`src/rtl/video_pattern_gen.sv`:
```
// rtl/video_pattern_gen.sv - raster timing generator with selectable test patterns (optional border: PATTERN_BORDER_EN)
module video_pattern_gen #(
  parameter int H_TOTAL  = 1650,
  parameter int H_SYNC   = 40,
  parameter int H_BPORCH = 220,
  parameter int H_RES    = 1280,
  parameter int V_TOTAL  = 750,
  parameter int V_SYNC   = 5,
  parameter int V_BPORCH = 20,
  parameter int V_RES    = 720,
  parameter int HS_POL   = 1,
  parameter int VS_POL   = 1,
  parameter int DATA_W   = 8
) (
  input  logic              I_pxl_clk,
  input  logic              I_rst,
  input  logic [1:0]        I_mode,
  output logic              O_de,
  output logic              O_hs,
  output logic              O_vs,
  output logic [DATA_W-1:0] O_data_r,
  output logic [DATA_W-1:0] O_data_g,
  output logic [DATA_W-1:0] O_data_b,
  output logic [15:0]       O_frame_cnt,
  output logic              O_fps_toggle
);

  localparam int HW    = $clog2(H_TOTAL);
  localparam int VW    = $clog2(V_TOTAL);
  localparam int H_ACT = H_SYNC + H_BPORCH;
  localparam int V_ACT = V_SYNC + V_BPORCH;
  localparam int BAR_W = H_RES / 8;
  localparam logic HS_ACT = (HS_POL != 0);
  localparam logic VS_ACT = (VS_POL != 0);
  localparam logic [DATA_W-1:0] FULL = {DATA_W{1'b1}};

  logic [HW-1:0]     h_cnt;
  logic [VW-1:0]     v_cnt;
  logic [1:0]        mode_q;
  logic [1:0]        mode_eff;
  logic              h_last;
  logic              v_last;
  logic [31:0]       x_w;
  logic [31:0]       y_w;
  logic [2:0]        bar;
  logic              de_c;
  logic              hs_c;
  logic              vs_c;
  logic [DATA_W-1:0] r_c;
  logic [DATA_W-1:0] g_c;
  logic [DATA_W-1:0] b_c;

  // Counter decode, active coordinates and pattern colour for the current raster position
  always_comb begin
    h_last   = (32'(h_cnt) == 32'(H_TOTAL - 1));
    v_last   = (32'(v_cnt) == 32'(V_TOTAL - 1));
    // The mode is picked up at the frame origin so a whole frame always uses one pattern
    mode_eff = ((h_cnt == '0) && (v_cnt == '0)) ? I_mode : mode_q;
    // Unsigned wrap makes positions before the active window huge, so one compare per axis suffices
    x_w      = 32'(h_cnt) - 32'(H_ACT);
    y_w      = 32'(v_cnt) - 32'(V_ACT);
    de_c     = (x_w < 32'(H_RES)) && (y_w < 32'(V_RES));
    hs_c     = (32'(h_cnt) < 32'(H_SYNC)) ? HS_ACT : ~HS_ACT;
    vs_c     = (32'(v_cnt) < 32'(V_SYNC)) ? VS_ACT : ~VS_ACT;
    bar      = 3'(x_w / 32'(BAR_W));
    r_c      = '0;
    g_c      = '0;
    b_c      = '0;
    case (mode_eff)
      2'd0: begin
        // Bar order white,yellow,cyan,green,magenta,red,blue,black reduces to inverted index bits
        r_c = {DATA_W{~bar[1]}};
        g_c = {DATA_W{~bar[2]}};
        b_c = {DATA_W{~bar[0]}};
      end
      2'd1: begin
        r_c = DATA_W'(x_w);
        g_c = DATA_W'(x_w);
        b_c = DATA_W'(x_w);
      end
      2'd2: begin
        if (x_w[5] ^ y_w[5]) begin
          r_c = FULL;
          g_c = FULL;
          b_c = FULL;
        end
      end
      default: begin
        r_c = DATA_W'(x_w + 32'(O_frame_cnt));
        g_c = DATA_W'(y_w);
        b_c = '0;
      end
    endcase
`ifdef PATTERN_BORDER_EN
    if ((x_w == 32'd0) || (x_w == 32'(H_RES - 1)) || (y_w == 32'd0) || (y_w == 32'(V_RES - 1))) begin
      r_c = FULL;
      g_c = FULL;
      b_c = FULL;
    end
`endif
  end

  // Raster counters and per-frame mode latch
  always_ff @(posedge I_pxl_clk) begin
    if (I_rst) begin
      h_cnt  <= '0;
      v_cnt  <= '0;
      mode_q <= 2'd0;
    end else begin
      mode_q <= mode_eff;
      if (h_last) begin
        h_cnt <= '0;
        if (v_last) v_cnt <= '0;
        else        v_cnt <= v_cnt + 1'b1;
      end else begin
        h_cnt <= h_cnt + 1'b1;
      end
    end
  end

  // Frame counter and scope toggle, stepped on the last pixel of the frame
  always_ff @(posedge I_pxl_clk) begin
    if (I_rst) begin
      O_frame_cnt  <= 16'd0;
      O_fps_toggle <= 1'b0;
    end else if (h_last && v_last) begin
      O_frame_cnt  <= O_frame_cnt + 16'd1;
      O_fps_toggle <= ~O_fps_toggle;
    end
  end

  // Registered video outputs, all one cycle behind the counters
  always_ff @(posedge I_pxl_clk) begin
    if (I_rst) begin
      O_de     <= 1'b0;
      O_hs     <= ~HS_ACT;
      O_vs     <= ~VS_ACT;
      O_data_r <= '0;
      O_data_g <= '0;
      O_data_b <= '0;
    end else begin
      O_de     <= de_c;
      O_hs     <= hs_c;
      O_vs     <= vs_c;
      O_data_r <= de_c ? r_c : '0;
      O_data_g <= de_c ? g_c : '0;
      O_data_b <= de_c ? b_c : '0;
    end
  end

endmodule

```
`config.mk`:
```
export PLATFORM = sky130hd
export DESIGN_NAME = video_pattern_gen
export DESIGN_NICKNAME = d
export VERILOG_FILES = /design/src/rtl/video_pattern_gen.sv
export SDC_FILE = /design/constraint.sdc
export NUM_CORES = 1
export LEC_CHECK = 0
export CAP_MARGIN = 15
export CORE_MARGIN = 2
export CORE_UTILIZATION = 56
export DETAILED_ROUTE_END_ITERATION = 8
export PLACE_DENSITY = 0.81
export SETUP_SLACK_MARGIN = 0.4
export SLEW_MARGIN = 20
export SYNTH_ARGS = -nofsm -noshare
export SYNTH_HDL_FRONTEND = slang
export SYNTH_SLANG_ARGS = --single-unit
```
`constraint.sdc`:
```
create_clock -name I_pxl_clk -period 3.1 [get_ports I_pxl_clk]
set_input_delay 0.465 -clock I_pxl_clk [delete_from_list [all_inputs] [get_ports I_pxl_clk]]
set_output_delay 0.465 -clock I_pxl_clk [all_outputs]
set_load 0.03 [all_outputs]
```
==> results of run 1 <==
-- repair_timing --
action / in CTS / in global routing
hold endpoints to repair: 0 / 0
resized for setup: 3 / 12
setup endpoints to repair: 24 / 26
buffers inserted: 3 / 3
pin swaps: 1 / 5
-- cell type report --
cell class	instances	area [µm²]
well taps	77	96.3
inverters	21	78.8
flip-flops and latches	67	1350
clock inverters	7	82.6
clock buffers	9	124
repair buffers	76	701
fillers	501	1710
multi-input cells	335	2280
-- power by group through the flow --
stage	logic [mW]	registers (mW)	clock network, mW
global route	0.246	0.875	0.802
CTS	0.213	0.874	0.764
global placement	0.201	0.894	0
floorplan	0.143	0.897	0
finish	0.227	0.874	0.758
detailed placement	0.204	0.894	0
-- stage by stage --
stage | hold WS, ns | std cells | setup slack [ns] | total power [mW]
floorplan | 0.459 | 451 | 0.386 | 1.04
global placement | 0.486 | 570 | 0.275 | 1.09
detailed placement | 0.500 | 570 | 0.198 | 1.10
CTS | 0.513 | 589 | 0.418 | 1.85
global route | 0.563 | 592 | 0.314 | 1.92
finish | 0.513 | 592 | 0.414 | 1.86
-- cells by family after synthesis --
group / Yosys count / share of synthesized area, %
AND/OR/NAND/NOR: 163 / 22.8
AO/OA/AOI/OAI: 110 / 19.1
flip-flops: 67 / 35.8
buffers and inverters: 49 / 5.04
XOR/XNOR: 40 / 9.34
adder cells (fa/ha/maj): 19 / 6.54
multiplexers: 3 / 1.47
-- how the worst max path moves through the flow --
stage / endpoint / start / cells past startpoint
2_1_floorplan: O_data_g[0] / v_cnt[7] / 9
3_5_place_dp: O_data_b[7] / v_cnt[5] / 7
3_3_place_gp: O_data_b[7] / v_cnt[5] / 7
6_report: O_data_b[7] / v_cnt[5] / 8
5_1_grt: O_data_r[6] / v_cnt[5] / 8
4_1_cts: O_data_g[7] / v_cnt[5] / 8
-- metal layers --
| metal | global-route usage (%) | up-vias | wire length, µm |
|---|---|---|---|
| li1 | - | 1740 | - |
| met1 | 37.7 | 1676 | 4390 |
| met2 | 42.8 | 164 | 4450 |
| met3 | 5.20 | 17 | 733 |
| met4 | 10.5 | 0 | 163 |
| met5 | 0 | - | 0 |
-- worst max-delay path: cells and delay by family, from the launching register on --
| family | cells | cell delay, ns |
|---|---|---|
| simple gates | 5 | 1.68 |
| flops | 1 | 0.31 |
| mux | 1 | 0.25 |
| buf+inv | 1 | 0.19 |
| compound gates | 1 | 0.17 |
-- flip-flops by register name, indices dropped and copies added (netlist names) --
name and cells:
O_data_b 8, O_data_g 8, O_data_r 8, O_de 1, O_fps_toggle 1, O_frame_cnt 16, O_hs 1, O_vs 1
h_cnt 11, mode_q 2, v_cnt 10
-- placed cells by master (no fill, tap or decap), drive strengths merged, types with 17 or more instances in the layout --
master / Yosys / layout
nand2: 29 / 29
clkdlybuf4s50: 0 / 47
o21ai: 17 / 17
a21oi: 31 / 31
nor2: 44 / 44
xnor2: 21 / 21
buf: 7 / 29
dfxtp: 67 / 67
xor2: 19 / 19
inv: 21 / 24
ha: 18 / 18
==> results.sh, run 1 <==
export IMPL_synth_area_top_cells="dfxtp_1 (36%), ha_1 (6.0%), xnor2_1 (4.9%)"
export IMPL_fin_tns_setup_ns=0
export IMPL_rsz0062_at_grt="yes"
export IMPL_relSlewSlack_pct=58.8
export IMPL_slew_viol_final=0
export IMPL_via_per_inst=6.08
export IMPL_synth_flop_cell="dfxtp_1"
export IMPL_cellPowerDensity_mw_per_mm2=395
export IMPL_min_period_ns=2.69
export IMPL_start_util_pct=58.4
export IMPL_yosys_top_cells_count="dfxtp_1 (67), nor2_1 (44), a21oi_1 (30)"
export IMPL_grt_ovfl_total=0
export IMPL_seq_area_frac_synth_pct=35.8
export IMPL_hold_end="O_frame_cnt[8]"
export IMPL_ys_warnings_count=0
export IMPL_post_route_util_pct=73.3
export IMPL_worstSetupPathType="flip-flop to flip-flop"
export IMPL_antenna_found_initial=0
export IMPL_ant_nets=0
export IMPL_status="finished, violations left"
export IMPL_ctsHtreeMaxLevel=3
export IMPL_firstDrtPassIters=8
export IMPL_syn_area_per_cell_um2=8.31
export IMPL_clkSlewWorstSetupHoldPaths_ns=0.08
export IMPL_totalWireLength_um=9740
export IMPL_cts_root_buf="clkbuf_8"
export IMPL_yosys_area_top_type="dfxtp_1"
export IMPL_rr_startpoint="v_cnt[5]"
export IMPL_dp_hpwl_um=7130
export IMPL_synth_distinct_cells=59
export IMPL_arrival_ns=2.96
export IMPL_reg2reg_to="O_data_b[7]"
export IMPL_ff2ff_path_depth=8
export IMPL_p_seq_share_pct=47.0
export IMPL_n_antenna_cell=0
export IMPL_syn_area_mm2=0.00375
export IMPL_synth_seq_cells=67
export IMPL_via_count=3597
export IMPL_drcViolationCount=6
export IMPL_io_buffers=47
export IMPL_skew_ns=0.0143
export IMPL_path_max_fanout=8
export IMPL_hold_path_depth=2
export IMPL_grt_max_degree=24
export IMPL_comb_power_share_pct=12.2
export IMPL_area_delta_synth_final_pct=25.6
export IMPL_switching_power_uw=516
export IMPL_period_share_pct=86.6
export IMPL_p_sw_share_pct=27.8
export IMPL_final_area_mm2=0.00471
export IMPL_max_freq_mhz=372
export IMPL_die_w_um=85.8
export IMPL_worstHoldStart="O_frame_cnt[8]"
export IMPL_rows=29
export IMPL_core_mm2=0.00642
export IMPL_cts_buffers_inserted=9
export IMPL_grt_pass1_wl_um=16000
export IMPL_cp_cell_sequence="or4_4, or4_4, or2_4, mux2i_4, and4b_2, nand3b_1, buf_4, o22ai_1"
export IMPL_yosysMostFrequentCell="dfxtp_1"
export IMPL_violations="design-rule violations"
export IMPL_end_kind="flip-flop"
export IMPL_p_clk_share_pct=40.8
export IMPL_cts_tree="done"
export IMPL_insertion_delay_ns=0.36
export IMPL_place_area_mm2=0.00440
export IMPL_required_ns=3.37
export IMPL_cpMostUsedCell="or4_4"
export IMPL_synth_top_cell_area_share_pct=35.8
export IMPL_dieHeight_um=85.8
export IMPL_max_cap_violations=0
export IMPL_drive_gt1_share_pct=14.2
export IMPL_fin_nets=533
export IMPL_p_leak_nw=1.73
export IMPL_synth_edff_count=0
export IMPL_cts_hold_buf=0
export IMPL_critPathLaunchType="flip-flop"
export IMPL_intPower_mw=1.34
export IMPL_routedWlPerCell_um=16.5
export IMPL_ioPinCount=48
export IMPL_cp_slowest_cell="or4_4"
export IMPL_clk_path_buf_depth=2
export IMPL_synth_nets=474
export IMPL_grt_usage_pct=27.4
export IMPL_die_area_mm2=0.00737
export IMPL_drtIter0Drc=252
export IMPL_syn_inst=451
export IMPL_hold_path_class="flip-flop to flip-flop"
export IMPL_hold_viol_final=0
export IMPL_tightest_slew_ns=0.616
export IMPL_gp_congestion=0.964
export IMPL_vdd_drop_max_uv=288
export IMPL_slowest_delay_ns=0.54
export IMPL_setup_viol=0
export IMPL_reg2reg_slack_ns=0.41
export IMPL_cts_sinks=67
export IMPL_grt_pass1_vias=3298
export IMPL_async_flop_share_pct=0
No activity file was read; power rests on OpenSTA's default activity.
==> inputs of run 2 (changes only) <==
- SKIP_CTS_REPAIR_TIMING: unset -> 1
==> results.sh, run 2 (same netlist as run 1, synthesis figures left out) <==
export IMPL_status="finished, violations left"
export IMPL_violations="design-rule violations"
export IMPL_layout_commonest_cell="dfxtp_1"
export IMPL_max_freq_mhz=363
export IMPL_ioPinCount=48
export IMPL_antenna_found_initial=0
export IMPL_via_count=3645
export IMPL_place_area_mm2=0.00440
export IMPL_rr_startpoint="v_cnt[5]"
export IMPL_grt_ovfl_total=0
export IMPL_ant_nets=0
export IMPL_clk_path_buf_depth=2
export IMPL_top_register="O_frame_cnt"
export IMPL_post_place_ws_ns=0.198
export IMPL_required_ns=3.38
export IMPL_hold_path_depth=2
export IMPL_comb_power_share_pct=13.5
export IMPL_p_seq_share_pct=46.2
export IMPL_relSlewSlack_pct=57.7
export IMPL_via_per_inst=6.11
export IMPL_grt_pass1_wl_um=16000
export IMPL_tightest_slew_ns=0.632
export IMPL_cts_buffers_inserted=9
export IMPL_rsz0062_at_grt="yes"
export IMPL_largest_reg_flops=16
export IMPL_insertion_delay_ns=0.36
export IMPL_grt_usage_pct=27.4
export IMPL_dp_hpwl_um=7130
export IMPL_period_share_pct=88.8
export IMPL_core_mm2=0.00642
export IMPL_arrival_ns=3.04
export IMPL_cts_root_buf="clkbuf_8"
export IMPL_wl_met2_um=4600
export IMPL_wl_met3_um=642
export IMPL_setup_ws_ns=0.346
export IMPL_final_area_mm2=0.00479
export IMPL_rows=29
export IMPL_final_cell_mix="dfxtp_1 (62), clkdlybuf4s50_1 (47), nor2_1 (44)"
export IMPL_skew_ns=0.0116
export IMPL_setup_viol=0
export IMPL_clkSlewWorstSetupHoldPaths_ns=0.08
export IMPL_ctsHtreeMaxLevel=3
export IMPL_slew_viol_final=0
export IMPL_worstSetupPathType="flip-flop to flip-flop"
export IMPL_p_sw_share_pct=28.2
export IMPL_firstDrtPassIters=6
export IMPL_max_cap_violations=0
export IMPL_hold_viol_final=0
export IMPL_p_clk_share_pct=40.3
export IMPL_ff2ff_path_depth=7
export IMPL_totalWireLength_um=10000
export IMPL_drcViolationCount=6
export IMPL_cts_tree="done"
export IMPL_min_period_ns=2.75
export IMPL_reg2reg_to="O_data_b[7]"
export IMPL_start_util_pct=58.4
export IMPL_hold_end="O_frame_cnt[13]"
export IMPL_vdd_drop_max_uv=290
export IMPL_drive_gt1_share_pct=16.2
export IMPL_area_delta_synth_final_pct=27.8
export IMPL_io_buffers=47
export IMPL_intPower_mw=1.36
export IMPL_reg2reg_slack_ns=0.35
export IMPL_drt_met1_wl_um=4610
export IMPL_fin_tns_setup_ns=0
export IMPL_fillCellCount=489
export IMPL_critPathLaunchType="flip-flop"
export IMPL_worstHoldStart="O_frame_cnt[13]"
export IMPL_p_leak_nw=1.77
export IMPL_cts_sinks=67
export IMPL_switching_power_uw=533
export IMPL_fin_nets=538
export IMPL_end_kind="flip-flop"
export IMPL_dieHeight_um=85.8
export IMPL_cellPowerDensity_mw_per_mm2=395
export IMPL_path_max_fanout=8
export IMPL_top_regs="O_frame_cnt: 16 flops, h_cnt: 11 flops, v_cnt: 10 flops"
export IMPL_top_layer_used="met4"
export IMPL_hold_path_class="flip-flop to flip-flop"
export IMPL_grt_max_degree=24
export IMPL_routedWlPerCell_um=16.8
export IMPL_gp_congestion=0.964
export IMPL_drtIter0Drc=272
export IMPL_die_area_mm2=0.00737
export IMPL_grt_pass1_vias=3273
export IMPL_n_antenna_cell=0
export IMPL_die_w_um=85.8
## run 2: changes by cell type in the layout (fill, tap and decap cells not counted), moves of 2 or more
cell,delta
buf_4,+3
a21oi_1,-4
buf_6,+2
a21oi_2,+4
## run 2: worst max path at each step
stage	start	to	slack [ns]	cells after the start
final	v_cnt[5]	O_data_b[7]	0.35	7
after global routing	v_cnt[5]	O_data_b[7]	0.26	7
after CTS	v_cnt[5]	O_data_b[7]	0.17	7
after detailed placement	v_cnt[5]	O_data_b[7]	0.20	7
after global placement	v_cnt[5]	O_data_b[7]	0.28	7
after floorplan	v_cnt[7]	O_data_g[0]	0.39	9
## run 2: area by class of cell
| class | count | area [µm²] | area share (%) |
|---|---|---|---|
| repair buffers | 81 | 746 | 15.6 |
| flip-flops and latches | 67 | 1350 | 28.1 |
| multi-input cells | 335 | 2320 | 48.4 |
| clock buffers | 9 | 124 | 2.58 |
| well taps | 77 | 96.3 | 2.01 |
| inverters | 21 | 78.8 | 1.64 |
| clock inverters | 7 | 82.6 | 1.72 |
## run 2: power by group through the flow
| stage | Combinational [mW] | Sequential (mW) | Clock [mW] |
|---|---|---|---|
| after detailed placement | 0.204 | 0.894 | 0 |
| after CTS | 0.206 | 0.874 | 0.764 |
| after global placement | 0.201 | 0.894 | 0 |
| after floorplan | 0.143 | 0.897 | 0 |
| final | 0.255 | 0.875 | 0.764 |
| after global routing | 0.273 | 0.876 | 0.803 |
## run 2: through the flow
stage / hold WS, ns / std cells / total power [mW] / util [%]
after global routing: 0.563 / 597 / 1.95 / 74.6
final: 0.514 / 597 / 1.89 / 74.6
after detailed placement: 0.500 / 570 / 1.10 / 68.5
after global placement: 0.486 / 570 / 1.09 / 68.5
after CTS: 0.513 / 586 / 1.84 / 71.7
after floorplan: 0.459 / 451 / 1.04 / -
## run 2: metal layers
metal,vias up,GRT usage (%)
met3,17,5.20
met2,144,42.6
met1,1740,37.9
li1,1744,-
met4,0,10.4
met5,-,0
## run 2: critical path: stages (launching register included)
cell and delay (ns):
dfxtp_1 0.31, or4_4 0.54, or4_4 0.43, or2_4 0.29
mux2i_4 0.26, and4b_2 0.32, nand3b_1 0.27, o22ai_1 0.26
==> inputs of run 3 (changes only) <==
- PLACE_DENSITY: 0.81 -> 0.87
==> results.sh, run 3 (same netlist as run 1, synthesis figures left out) <==
export IMPL_status="finished, violations left"
export IMPL_violations="design-rule violations"
export IMPL_worstHoldStart="O_frame_cnt[14]"
export IMPL_gp_congestion=0.960
export IMPL_largest_reg_flops=16
export IMPL_grt_max_degree=24
export IMPL_required_ns=3.33
export IMPL_io_buffers=47
export IMPL_end_kind="flip-flop"
export IMPL_ant_nets=0
export IMPL_max_cap_violations=0
export IMPL_n_antenna_cell=0
export IMPL_ff2ff_path_depth=9
export IMPL_total_power_mw=1.98
export IMPL_drcViolationCount=6
export IMPL_grt_usage_pct=28.0
export IMPL_rr_startpoint="v_cnt[5]"
export IMPL_rows=29
export IMPL_grt_ovfl_total=0
export IMPL_cts_root_buf="clkbuf_8"
export IMPL_regArea_mm2=0.00135
export IMPL_vdd_drop_max_uv=308
export IMPL_fin_nets=539
export IMPL_firstDrtPassIters=6
export IMPL_max_freq_mhz=361
export IMPL_top_regs="O_frame_cnt: 16 flops, h_cnt: 11 flops, v_cnt: 10 flops"
export IMPL_setup_viol=0
export IMPL_area_delta_synth_final_pct=28.7
export IMPL_final_cell_mix="dfxtp_1 (64), clkdlybuf4s50_1 (47), nor2_1 (44)"
export IMPL_path_max_fanout=5
export IMPL_core_mm2=0.00642
export IMPL_critPathLaunchType="flip-flop"
export IMPL_p_leak_nw=1.81
export IMPL_cts_tree="done"
export IMPL_totalWireLength_um=10200
export IMPL_slowest_delay_ns=0.53
export IMPL_relSlewSlack_pct=56.0
export IMPL_tightest_slew_ns=0.657
export IMPL_layout_commonest_cell="dfxtp_1"
export IMPL_via_count=3689
export IMPL_drive_gt1_share_pct=17.1
export IMPL_grt_pass1_wl_um=16200
export IMPL_cp_slowest_cell="or4_4"
export IMPL_slew_viol_final=0
export IMPL_arrival_ns=3.00
export IMPL_dp_hpwl_um=7240
export IMPL_ioPinCount=48
export IMPL_ctsHtreeMaxLevel=3
export IMPL_antenna_found_initial=0
export IMPL_cts_sinks=67
export IMPL_setup_ws_ns=0.331
export IMPL_start_util_pct=58.4
export IMPL_critPathBufInv=2
export IMPL_post_route_util_pct=75.1
export IMPL_top_register="O_frame_cnt"
export IMPL_reg2reg_slack_ns=0.33
export IMPL_fillCellCount=435
export IMPL_grt_pass1_vias=3294
export IMPL_drtIter0Drc=253
export IMPL_critical_path_endpoint="O_data_b[1]"
export IMPL_insertion_delay_ns=0.36
export IMPL_cp_startpoint="v_cnt[5]"
export IMPL_cp_cell_sequence="or4_4, or4_4, or2_4, mux2i_4, buf_4, nor2b_4, buf_4, a21oi_1, o22ai_1"
export IMPL_via_per_inst=6.17
export IMPL_fin_tns_setup_ns=0
export IMPL_clkSlewWorstSetupHoldPaths_ns=0.08
export IMPL_hold_viol_final=0
export IMPL_worstSetupPathType="flip-flop to flip-flop"
export IMPL_post_place_ws_ns=0.173
export IMPL_period_share_pct=89.3
export IMPL_die_area_mm2=0.00737
export IMPL_die_w_um=85.8
export IMPL_rsz0062_at_grt="yes"
export IMPL_cpLargestDelayFamily="simple AND/OR/NAND/NOR gates"
export IMPL_reg2reg_to="O_data_b[1]"
export IMPL_cp_depth=9
export IMPL_cts_buffers_inserted=9
export IMPL_skew_ns=0.0116
export IMPL_min_period_ns=2.77
export IMPL_dieHeight_um=85.8
export IMPL_multi_input_area_mm2=0.00234
export IMPL_clk_path_buf_depth=2
export IMPL_cellPowerDensity_mw_per_mm2=410
export IMPL_routedWlPerCell_um=17.0
export IMPL_hold_path_class="flip-flop to flip-flop"
## run 3: worst min-delay path, cell delays in order (launching register included)
cell and delay [ns]:
dfxtp_1 0.33, o21ai_0 0.07, a21oi_1 0.06
## run 3: area by class of cell
cell class / instances / share of cell area [%]
clock buffers: 9 / 2.57
inverters: 21 / 1.63
multi-input cells: 335 / 48.5
well taps: 77 / 2.00
clock inverters: 7 / 2.23
flip-flops and latches: 67 / 27.9
repair buffers: 82 / 15.2
## run 3: per-stage QoR
step / cell area [µm²] / hold WS (ns) / std cells
after floorplan: 3770 / 0.459 / 451
after global placement: 4430 / 0.481 / 574
after detailed placement: 4430 / 0.493 / 574
after CTS: 4660 / 0.505 / 590
after global routing: 4820 / 0.533 / 598
final: 4820 / 0.505 / 598
## run 3: where the power goes
group | internal, mW | switching [mW] | total, mW
registers | 0.867 | 0.00676 | 0.874
clock network | 0.469 | 0.384 | 0.853
logic | 0.103 | 0.148 | 0.251
total | 1.44 | 0.539 | 1.98
## run 3: how the worst min path moves through the flow
stage | end | depth (start not counted)
after detailed placement | O_frame_cnt[14] | 2
final | O_frame_cnt[14] | 2
after CTS | O_frame_cnt[11] | 2
after global placement | O_frame_cnt[11] | 2
after floorplan | h_cnt[0] | 1
after global routing | O_frame_cnt[11] | 2
## run 3: routing by layer
metal	vias up	wire length [µm]	track usage (%)
met5	-	0	0
met4	0	253	12.4
met3	26	654	5.20
met2	172	4780	44.4
met1	1738	4480	37.4
li1	1753	-	-
